## config.mk

```make
export PLATFORM = sky130hd
export DESIGN_NAME = fifo_read_ctrl
export DESIGN_NICKNAME = d
export VERILOG_FILES = /design/src/rtl/fifo_read_ctrl.sv
export SDC_FILE = /design/constraint.sdc
export NUM_CORES = 1
export LEC_CHECK = 0
export ABC_AREA = 1
export BUFFER_PORTS_ARGS = -buffer_cell sky130_fd_sc_hd__buf_2
export CAP_MARGIN = 20
export CORE_MARGIN = 1.5
export CORE_UTILIZATION = 55
export CTS_BUF_LIST = sky130_fd_sc_hd__clkbuf_16
export DETAILED_ROUTE_END_ITERATION = 16
export MAX_ROUTING_LAYER = met4
export PLACE_DENSITY = 0.82
export SLEW_MARGIN = 40
export SYNTH_ARGS = -nofsm -noshare
export SYNTH_HDL_FRONTEND = slang
export SYNTH_SLANG_ARGS = --single-unit
```

## constraint.sdc

```tcl
create_clock -name clk -period 4.3 [get_ports clk]
set_clock_uncertainty 0.05 [all_clocks]
set_input_delay 0.215 -clock clk [delete_from_list [all_inputs] [get_ports clk]]
set_output_delay 0.215 -clock clk [all_outputs]
set_load 0.03 [all_outputs]
```

## src/rtl/fifo_read_ctrl.sv

```systemverilog
// fifo_read_ctrl: read-side controller of the asynchronous FIFO.
//
// Brings the gray write pointer into the read clock domain through a two-flop
// synchronizer and decodes it to binary. Owns the read pointer (binary and
// gray), drives the RAM read port, and reports empty, occupancy, read-valid
// and underflow status. All state updates happen on the falling edge of clk.
//
// Ports:
//   clk          read-domain clock (falling-edge active)
//   clear        synchronous active-high reset of the read side
//   wr_ptr_gray  gray write pointer from the write domain (asynchronous)
//   rd_req       read request from the consumer
//   mem_rd_en    RAM read enable (combinational)
//   rd_addr      RAM read address
//   rd_valid     RAM output data valid (one cycle after mem_rd_en)
//   rd_ptr_gray  registered gray read pointer, returned to the write domain
//   empty        FIFO empty (registered)
//   rd_count     occupancy as seen from the read domain (registered)
//   underflow    one-cycle pulse when rd_req arrives while empty

module fifo_read_ctrl #(
    parameter int unsigned ADDRWIDTH = 4
) (
    input  logic                 clk,
    input  logic                 clear,
    input  logic [ADDRWIDTH:0]   wr_ptr_gray,
    input  logic                 rd_req,
    output logic                 mem_rd_en,
    output logic [ADDRWIDTH-1:0] rd_addr,
    output logic                 rd_valid,
    output logic [ADDRWIDTH:0]   rd_ptr_gray,
    output logic                 empty,
    output logic [ADDRWIDTH:0]   rd_count,
    output logic                 underflow
);

    localparam int unsigned PW = ADDRWIDTH + 1;

    logic [PW-1:0] wq1;
    logic [PW-1:0] wq2;
    logic [PW-1:0] wbin;
    logic [PW-1:0] rd_bin;
    logic [PW-1:0] rd_bin_next;
    logic          accept;

    // Each binary bit is the XOR of all gray bits at or above it.
    always_comb begin
        wbin = '0;
        for (int i = 0; i < int'(PW); i++) begin
            wbin[i] = ^(wq2 >> i);
        end
    end

    always_comb begin
        accept      = rd_req & ~empty;
        rd_bin_next = rd_bin + PW'(accept);
        mem_rd_en   = rd_req & ~empty & ~clear;
        rd_addr     = rd_bin[ADDRWIDTH-1:0];
    end

    // empty and rd_count compare against the pre-edge wbin; a write pointer
    // arriving in wq2 on this edge shows up in the status one edge later.
    always_ff @(negedge clk) begin
        if (clear) begin
            wq1         <= '0;
            wq2         <= '0;
            rd_bin      <= '0;
            rd_ptr_gray <= '0;
            empty       <= 1'b1;
            rd_count    <= '0;
            rd_valid    <= 1'b0;
            underflow   <= 1'b0;
        end else begin
            wq1         <= wr_ptr_gray;
            wq2         <= wq1;
            rd_bin      <= rd_bin_next;
            rd_ptr_gray <= rd_bin_next ^ (rd_bin_next >> 1);
            empty       <= (rd_bin_next == wbin);
            rd_count    <= wbin - rd_bin_next;
            rd_valid    <= accept;
            underflow   <= rd_req & empty;
        end
    end

endmodule

```

==> flow_summary.ini, run 1 <==
[worst_setup_path]
cp.required_ns = 2.33
crit_path_start_kind = input port
crit_fanout = 3
critPathArrivalTime_ns = 1.93
end_kind = flip-flop
reg2regPathDepth = 14
criticalPathCategory = input port to flip-flop

[placed_design]
gp_congestion = 0.8888
numPortBuffers = 25
hpwl_mm = 1.708

[hold_path]
holdCritPathClass = flip-flop to flip-flop
hold_path_depth = 2

[layout]
regArea_um2 = 540.5
multiInputGateArea_um2 = 479.2
drive_gt1_frac = 0.1943
antenna_cells = 0
n_fill_cell = 152
area_growth_syn_to_layout_pct = 32.79
nets = 225
postLayoutCoreUtil = 0.7749

[routing]
via_count = 1160
drt-vias-per-instance = 4.874
wl_mm = 2.540
drc_errors = 0
drtAntennaViolNets = 0
wl_per_cell_um = 10.67
first_pass_iters = 4
drt_iter0_drc = 38

[synthesis]
syn-num-nets = 168
avgSynthCellArea_um2 = 7.386
async_flop_share = 0
synth_most_common_cell = nand2_1
synth.top_cells.by_count = nand2_1 (33), dfxtp_1 (27), inv_1 (27)
synth_top_area_share = 0.4721
synth-seq-area-share = 0.4721
yosys.area.top_type = dfxtp_1
synthFlopType = dfxtp_1
yosysWarnings = 0
synthCells = 155
ys_types = 20
synth_edf_count = 0
synthTopCellsByArea = dfxtp_1 (47%), nand2_1 (11%), inv_1 (8.9%)
ys_seq_elements = 27
syn_area_um2 = 1145

[clocking]
cts-resized-gates = 0
cts_buffer_depth = 2
cts_tree = yes
clock_sinks = 27
h-tree-depth = 1
clk_pin_slew_ns = 0.03
post-cts-setup-buffer-count = 0
postCtsHoldBufs = 0
clkLatencyLatePin_ns = 0.35
cts_buffers = 3
cts-root-buf = clkbuf_16

[timing]
max_slew.worst_pin.slew_ns = 0.3500
final.setup.tns_ns = 0
max-slew-margin-rel = 0.7667
rsz0062_at_grt = false
final_hold_viol_count = 0
setup_violations = 0
slew_viol_final = 0

[run_status]
status = finished, final reports clean

[grt]
grt_usage = 0.2346
grt_max_degree = 22
grt_pass1_vias = 1108
overflow = 0
grt_pass1_wl_mm = 4.243
antenna_found_initial = 0

[power]
p_per_area_nw_per_um2 = 507.3
vdd.ir_drop.worst_v = 0.0004290
p_leak_nw = 0.9079

[floorplan]
design.core.area_um2 = 1962
initial_core_util = 0.5835
die_area_um2 = 2364
io_pins = 26
die_w_um = 48.63
die_y_um = 48.63
rows = 16

[flow_run]
drv_cap = 0
power by group:
part,internal [mW],switching (mW)
logic,0.0393,0.0856
clock network,0.219,0.148
registers,0.271,0.00839
total,0.529,0.242
registers in the layout, indices dropped and copies added, names as in the netlist:
name         cells
empty            1
rd_bin           4
rd_count         5
rd_ptr_gray      5
rd_valid         1
underflow        1
wq1              5
wq2              5
layout make-up:
cell class / instances / area share
sequential: 27 / 0.3556
tap: 27 / 0.02222
clock inverter: 28 / 0.08642
clock buffer: 3 / 0.04938
timing repair buffer: 28 / 0.09712
inverter: 30 / 0.07407
multi-input combinational: 95 / 0.3152
layout by cell type (no fill, tap or decap):
| master | Yosys | layout |
|---|---|---|
| nand2_1 | 33 | 33 |
| buf_4 | 0 | 3 |
| buf_2 | 1 | 25 |
| nand2_2 | 3 | 3 |
| nor3_1 | 2 | 2 |
| nand3_1 | 11 | 11 |
| nor2_2 | 1 | 1 |
| bufinv_16 | 0 | 1 |
| nor2_1 | 22 | 22 |
| o21ai_0 | 4 | 4 |
| a21oi_1 | 6 | 6 |
| clkbuf_16 | 0 | 3 |
| o22a_1 | 1 | 1 |
| xnor2_2 | 1 | 1 |
| inv_2 | 4 | 4 |
| nand4_1 | 1 | 1 |
| a21boi_1 | 1 | 1 |
| dfxtp_1 | 27 | 27 |
| o21ai_1 | 1 | 1 |
| inv_1 | 27 | 53 |
| ha_1 | 5 | 5 |
| xor2_1 | 3 | 3 |
per-stage QoR:
stage	hold WS [ns]	worst slack [ns]	cells	instance area (µm²)	power (mW)
finish	0.3520	0.3919	238	1520	0.7712
global route	0.3592	0.3026	238	1520	0.8205
CTS	0.3532	0.4554	238	1520	0.7819
detailed placement	0.3463	0.1397	208	1318	0.4433
global placement	0.3395	0.2050	208	1318	0.4395
floorplan	0.3383	0.2989	155	1145	0.4098
logic make-up (layout without fill, tap and decap cells):
| group | after synthesis | in the layout | synth area share |
|---|---|---|---|
| XOR/XNOR | 4 | 4 | 0.03717 |
| adder cells (fa/ha/maj) | 5 | 5 | 0.05464 |
| buffers and inverters | 33 | 89 | 0.1093 |
| AO/OA/AOI/OAI | 13 | 13 | 0.06230 |
| flip-flops | 27 | 27 | 0.4721 |
| AND/OR/NAND/NOR | 73 | 73 | 0.2645 |
final timing paths:
kind                  to  slack (ns)   start
max          rd_count[4]        0.39  rd_req
min               wq2[3]        0.35  wq1[3]
max reg2reg  rd_count[4]        2.21   empty
min reg2reg       wq2[3]        0.35  wq1[3]
worst max-delay path, stage by stage:
cell and delay [ns]:
buf_2 0.10, inv_1 0.10, nor2_1 0.06, ha_1 0.22, ha_1 0.31, inv_1 0.10
nand2_2 0.07, nand2_1 0.08, inv_2 0.05, ha_1 0.18, inv_1 0.05, nand2_1 0.08
nand2_1 0.10, nand3_1 0.08, nand2_1 0.07, nor2_1 0.04
routing by layer:
layer,global-route usage,up-vias,routed length (µm),share of wire
met4,0.1429,0,53,0.021
met1,0.2127,522,975,0.38
met3,0.08642,8,131,0.052
met2,0.4132,47,1380,0.54
met5,-,-,0,0
li1,-,583,-,-
Power figures use the tool's default switching activity.
==> run 2: changes to the inputs <==
- CORE_MARGIN: 1.5 -> 4
- CTS_CLUSTER_SIZE: unset -> 16
==> flow_summary.ini, run 2 (synthesis gave the netlist of run 1 again) <==
[run_status]
status = finished, final reports clean

[worst_setup_path]
cp.required_ns = 2.32
r2r_end = rd_count[4]
reg2regPathDepth = 12
critPathArrivalTime_ns = 1.87
crit_fanout = 5
criticalPathCategory = input port to flip-flop
crit_path_start_kind = input port
end_kind = flip-flop
reg2reg_slack_ns = 2.26
reg2reg_from = empty

[grt]
grt_pass1_wl_mm = 4.215
grt_usage = 0.2081
overflow = 0
grt_pass1_vias = 1134
antenna_found_initial = 0
grt_max_degree = 22

[floorplan]
design.core.area_um2 = 1962
io_pins = 26
die_w_um = 53.63
die_area_um2 = 2876
die_y_um = 53.63
rows = 16
initial_core_util = 0.5835

[clocking]
cts_buffer_depth = 2
cts-resized-gates = 0
post-cts-setup-buffer-count = 0
cts_tree = yes
cts-root-buf = clkbuf_16
h-tree-depth = 1
clock_sinks = 27
cts_buffers = 3
clk_pin_slew_ns = 0.03
clkLatencyLatePin_ns = 0.34
postCtsHoldBufs = 0

[timing]
max_slew.worst_pin.slew_ns = 0.3527
final_hold_viol_count = 0
rsz0062_at_grt = false
final.setup.tns_ns = 0
max-slew-margin-rel = 0.7649
slew_viol_final = 0
setup_violations = 0

[hold_path]
hold_end = wq2[3]
hold_start = wq1[3]
hold_path_depth = 2
holdCritPathClass = flip-flop to flip-flop

[power]
p_per_area_nw_per_um2 = 471.2
internal_power_mw = 0.4685
p_switching_mw = 0.2319
p_leak_nw = 0.8950
vdd.ir_drop.worst_v = 0.0003917
p_comb_frac = 0.176
pwr-share-seq = 0.398
switching_share = 0.3312
clkPwrFrac = 0.426

[routing]
first_pass_iters = 4
via_count = 1116
drtAntennaViolNets = 0
wl_mm = 2.462
drc_errors = 0
drt_iter0_drc = 17
wl_per_cell_um = 10.39
drt-vias-per-instance = 4.709

[layout]
drive_gt1_frac = 0.1857
layout_commonest_cell = inv_1
nets = 224
postLayoutCoreUtil = 0.7577
antenna_cells = 0
mostFrequentLayoutCells = inv_1 (54), nand2_1 (33), dfxtp_1 (27)
area_growth_syn_to_layout_pct = 29.84

[placed_design]
numPortBuffers = 25
gp_congestion = 0.8557
hpwl_mm = 1.836

[flow_run]
drv_cap = 0
run 2: changes by cell type in the layout (fill, tap and decap cells not counted):
cell / previous run / this run
inv_1: 53 / 54
buf_4: 3 / 2
bufinv_16: 1 / 0
run 2: power groups by stage:
stage	registers, mW	logic (mW)	clock network [mW]
final	0.279	0.123	0.298
after global placement	0.281	0.118	0.0398
after floorplan	0.311	0.0592	0.0398
after detailed placement	0.282	0.121	0.0398
after global routing	0.280	0.138	0.346
after CTS	0.279	0.124	0.310
run 2: final cells by class:
| cell class | instances | area, µm² |
|---|---|---|
| Clock inverter | 28 | 105.1 |
| Tap cell | 27 | 33.78 |
| Inverter | 30 | 112.6 |
| Clock buffer | 3 | 75.07 |
| Sequential cell | 27 | 540.5 |
| Fill cell | 168 | 475.5 |
| Timing Repair Buffer | 27 | 140.1 |
| Multi-Input combinational cell | 95 | 479.2 |
run 2: worst max path at each step:
stage           start           to  slack [ns]  depth (start not counted)
6_report       rd_req  rd_count[4]        0.45                         14
5_1_grt        rd_req  rd_count[3]        0.35                         14
4_1_cts        rd_req  rd_count[4]        0.47                         14
3_5_place_dp   rd_req  rd_count[4]        0.13                         14
3_3_place_gp   rd_req  rd_count[4]        0.23                         16
2_1_floorplan  rd_req  rd_count[3]        0.30                         12
run 2: critical path, stage by stage:
cell and delay (ns):
buf_2 0.10, inv_1 0.07, nor2_1 0.05, ha_1 0.22
ha_1 0.24, xnor2_2 0.24, buf_4 0.18, inv_2 0.03
nand2_1 0.05, nand2_1 0.07, nor2_2 0.11, nand2_1 0.08
a21oi_1 0.15, nor2_1 0.06
run 2: stage by stage:
step	instance area, µm²	total power [mW]	instances	hold WS [ns]	setup WS [ns]
floorplan	1145	0.4098	155	0.3383	0.2989
global route	1486	0.7641	237	0.3711	0.3476
detailed placement	1310	0.4432	207	0.3446	0.1278
finish	1486	0.7004	237	0.3520	0.4486
global placement	1310	0.4392	207	0.3405	0.2261
CTS	1486	0.7128	237	0.3561	0.4733
run 2: routing by layer:
metal | vias to the layer above | track usage | wire, µm
met5 | - | - | 0
met4 | 0 | 0.1319 | 48
met3 | 7 | 0.08587 | 101
met2 | 25 | 0.3735 | 1334
met1 | 502 | 0.1758 | 977
li1 | 582 | - | -
==> run 3: changes to the inputs <==
- BUFFER_PORTS_ARGS: -buffer_cell sky130_fd_sc_hd__buf_2 -> unset
- CAP_MARGIN: 20 -> unset
- CORE_UTILIZATION: 55 -> 64
- DONT_BUFFER_PORTS: unset -> 1
- PLACE_DENSITY: 0.82 -> 0.81
==> flow_summary.ini, run 3 (synthesis gave the netlist of run 1 again) <==
[timing]
slew_viol_final = 0
max_slew.worst_pin.slew_ns = 0.4862
final_hold_viol_count = 0
setup_violations = 0
rsz0062_at_grt = false
holdWs_ns = 0.3413
max-slew-margin-rel = 0.6754
final.setup.tns_ns = 0

[grt]
grt_pass1_vias = 1074
grt_pass1_wl_mm = 3.953
overflow = 0
grt_max_degree = 22
antenna_found_initial = 0
grt_usage = 0.2141

[layout]
area_growth_syn_to_layout_pct = 19.34
layout_commonest_cell = inv_1
design_area_um2 = 1366
antenna_cells = 0
mostFrequentLayoutCells = inv_1 (53), nand2_1 (33), dfxtp_1 (27)
n_fill_cell = 118
drive_gt1_frac = 0.08108
nets = 199
postLayoutCoreUtil = 0.8000

[floorplan]
die_area_um2 = 2530
rows = 15
initial_core_util = 0.6703
die_w_um = 50.30
design.core.area_um2 = 1708
io_pins = 26
die_y_um = 50.30

[worst_setup_path]
cp_top_family = adder cells
crit_buf_inv = 4
path_common_cell = nand2_1
criticalPathCategory = input port to flip-flop
crit_path_start_kind = input port
end_kind = flip-flop
max_stage_delay_ns = 0.30
cp_slowest_cell = ha_1
crit_fanout = 7
critPathArrivalTime_ns = 1.97
cp.required_ns = 2.34
cp_cell_sequence = inv_1, nor2_1, ha_1, ha_1, inv_1, nand2_2, nand2_1, inv_2, ha_1, inv_1, nand2_1, nand2_1, nand3_1, nand2_1, nor2_1

[routing]
drc_errors = 0
via_count = 1032
wl_mm = 2.360
drtAntennaViolNets = 0
wl_per_cell_um = 11.24
drt-vias-per-instance = 4.914
first_pass_iters = 4
drt_iter0_drc = 26

[power]
clkPwrFrac = 0.458
p_per_area_nw_per_um2 = 519.1
pwr-share-seq = 0.438
p_switching_mw = 0.2468
vdd.ir_drop.worst_v = 0.0004637
internal_power_mw = 0.4625
finalPower_mw = 0.7093
switching_share = 0.3479
p_leak_nw = 0.7764
p_comb_frac = 0.104

[clocking]
clock_sinks = 27
clk_pin_slew_ns = 0.05
postCtsHoldBufs = 0
cts-root-buf = clkbuf_16
clkLatencyLatePin_ns = 0.36
cts-resized-gates = 0
cts_buffer_depth = 2
post-cts-setup-buffer-count = 0
cts_tree = yes
cts_buffers = 3
h-tree-depth = 1

[placed_design]
hpwl_mm = 1.526
dpl_cell_area_um2 = 1182
gp_congestion = 0.9022
numPortBuffers = 0

[run_status]
status = finished, final reports clean

[hold_path]
holdCritPathClass = flip-flop to flip-flop

[flow_run]
drv_cap = 0
==> run 3: cell count changes in the layout (fill, tap and decap cells not counted), sizes merged <==
cell	previous run	this run
buf	27	2
==> run 3: path summary, 6_finish.rpt <==
check / start / endpoint / cells after the start / slack [ns]
worst max register to register: empty / rd_count[4] / 14 / 1.81
worst min register to register: wq1[1] / wq2[1] / 2 / 0.34
worst max-delay path: rd_req / rd_count[4] / 15 / 0.36
worst min-delay path: wq1[1] / wq2[1] / 2 / 0.34
==> run 3: cell type report <==
class,instances,area (µm²),share of cell area
Tap cell,25,31.28,0.02289
Timing Repair Buffer,2,15.01,0.01099
Multi-Input combinational cell,95,479.2,0.3507
Inverter,30,112.6,0.08242
Clock buffer,3,75.07,0.05495
Sequential cell,27,540.5,0.3956
Clock inverter,28,112.6,0.08242
==> run 3: stage by stage <==
step / worst slack, ns / instances
finish: 0.3633 / 210
global placement: 0.1876 / 180
global route: 0.2189 / 210
floorplan: 0.2989 / 155
detailed placement: 0.09661 / 180
CTS: 0.3969 / 210
==> run 3: worst min-delay path: cells and delay by family (launching register included) <==
kind                   cells  cell delay [ns]
AND/OR/NAND/NOR            1             0.03
flip-flops                 1             0.29
buffers and inverters      1             0.04
==> run 3: metal layers <==
layer  wire length [µm]  GRT usage  up-vias
li1                   -          -      530
met1                938     0.1720      457
met2               1193     0.3696       40
met3                193     0.1246        5
met4                 34     0.1300        0
met5                  0          -        -
==> run 3: power groups by stage <==
stage | Combinational, mW | Sequential, mW | Clock [mW]
after global placement | 0.0671 | 0.313 | 0.0398
after detailed placement | 0.0701 | 0.314 | 0.0398
after CTS | 0.0734 | 0.311 | 0.332
final | 0.0741 | 0.311 | 0.325
after global routing | 0.0862 | 0.312 | 0.362
after floorplan | 0.0592 | 0.311 | 0.0398
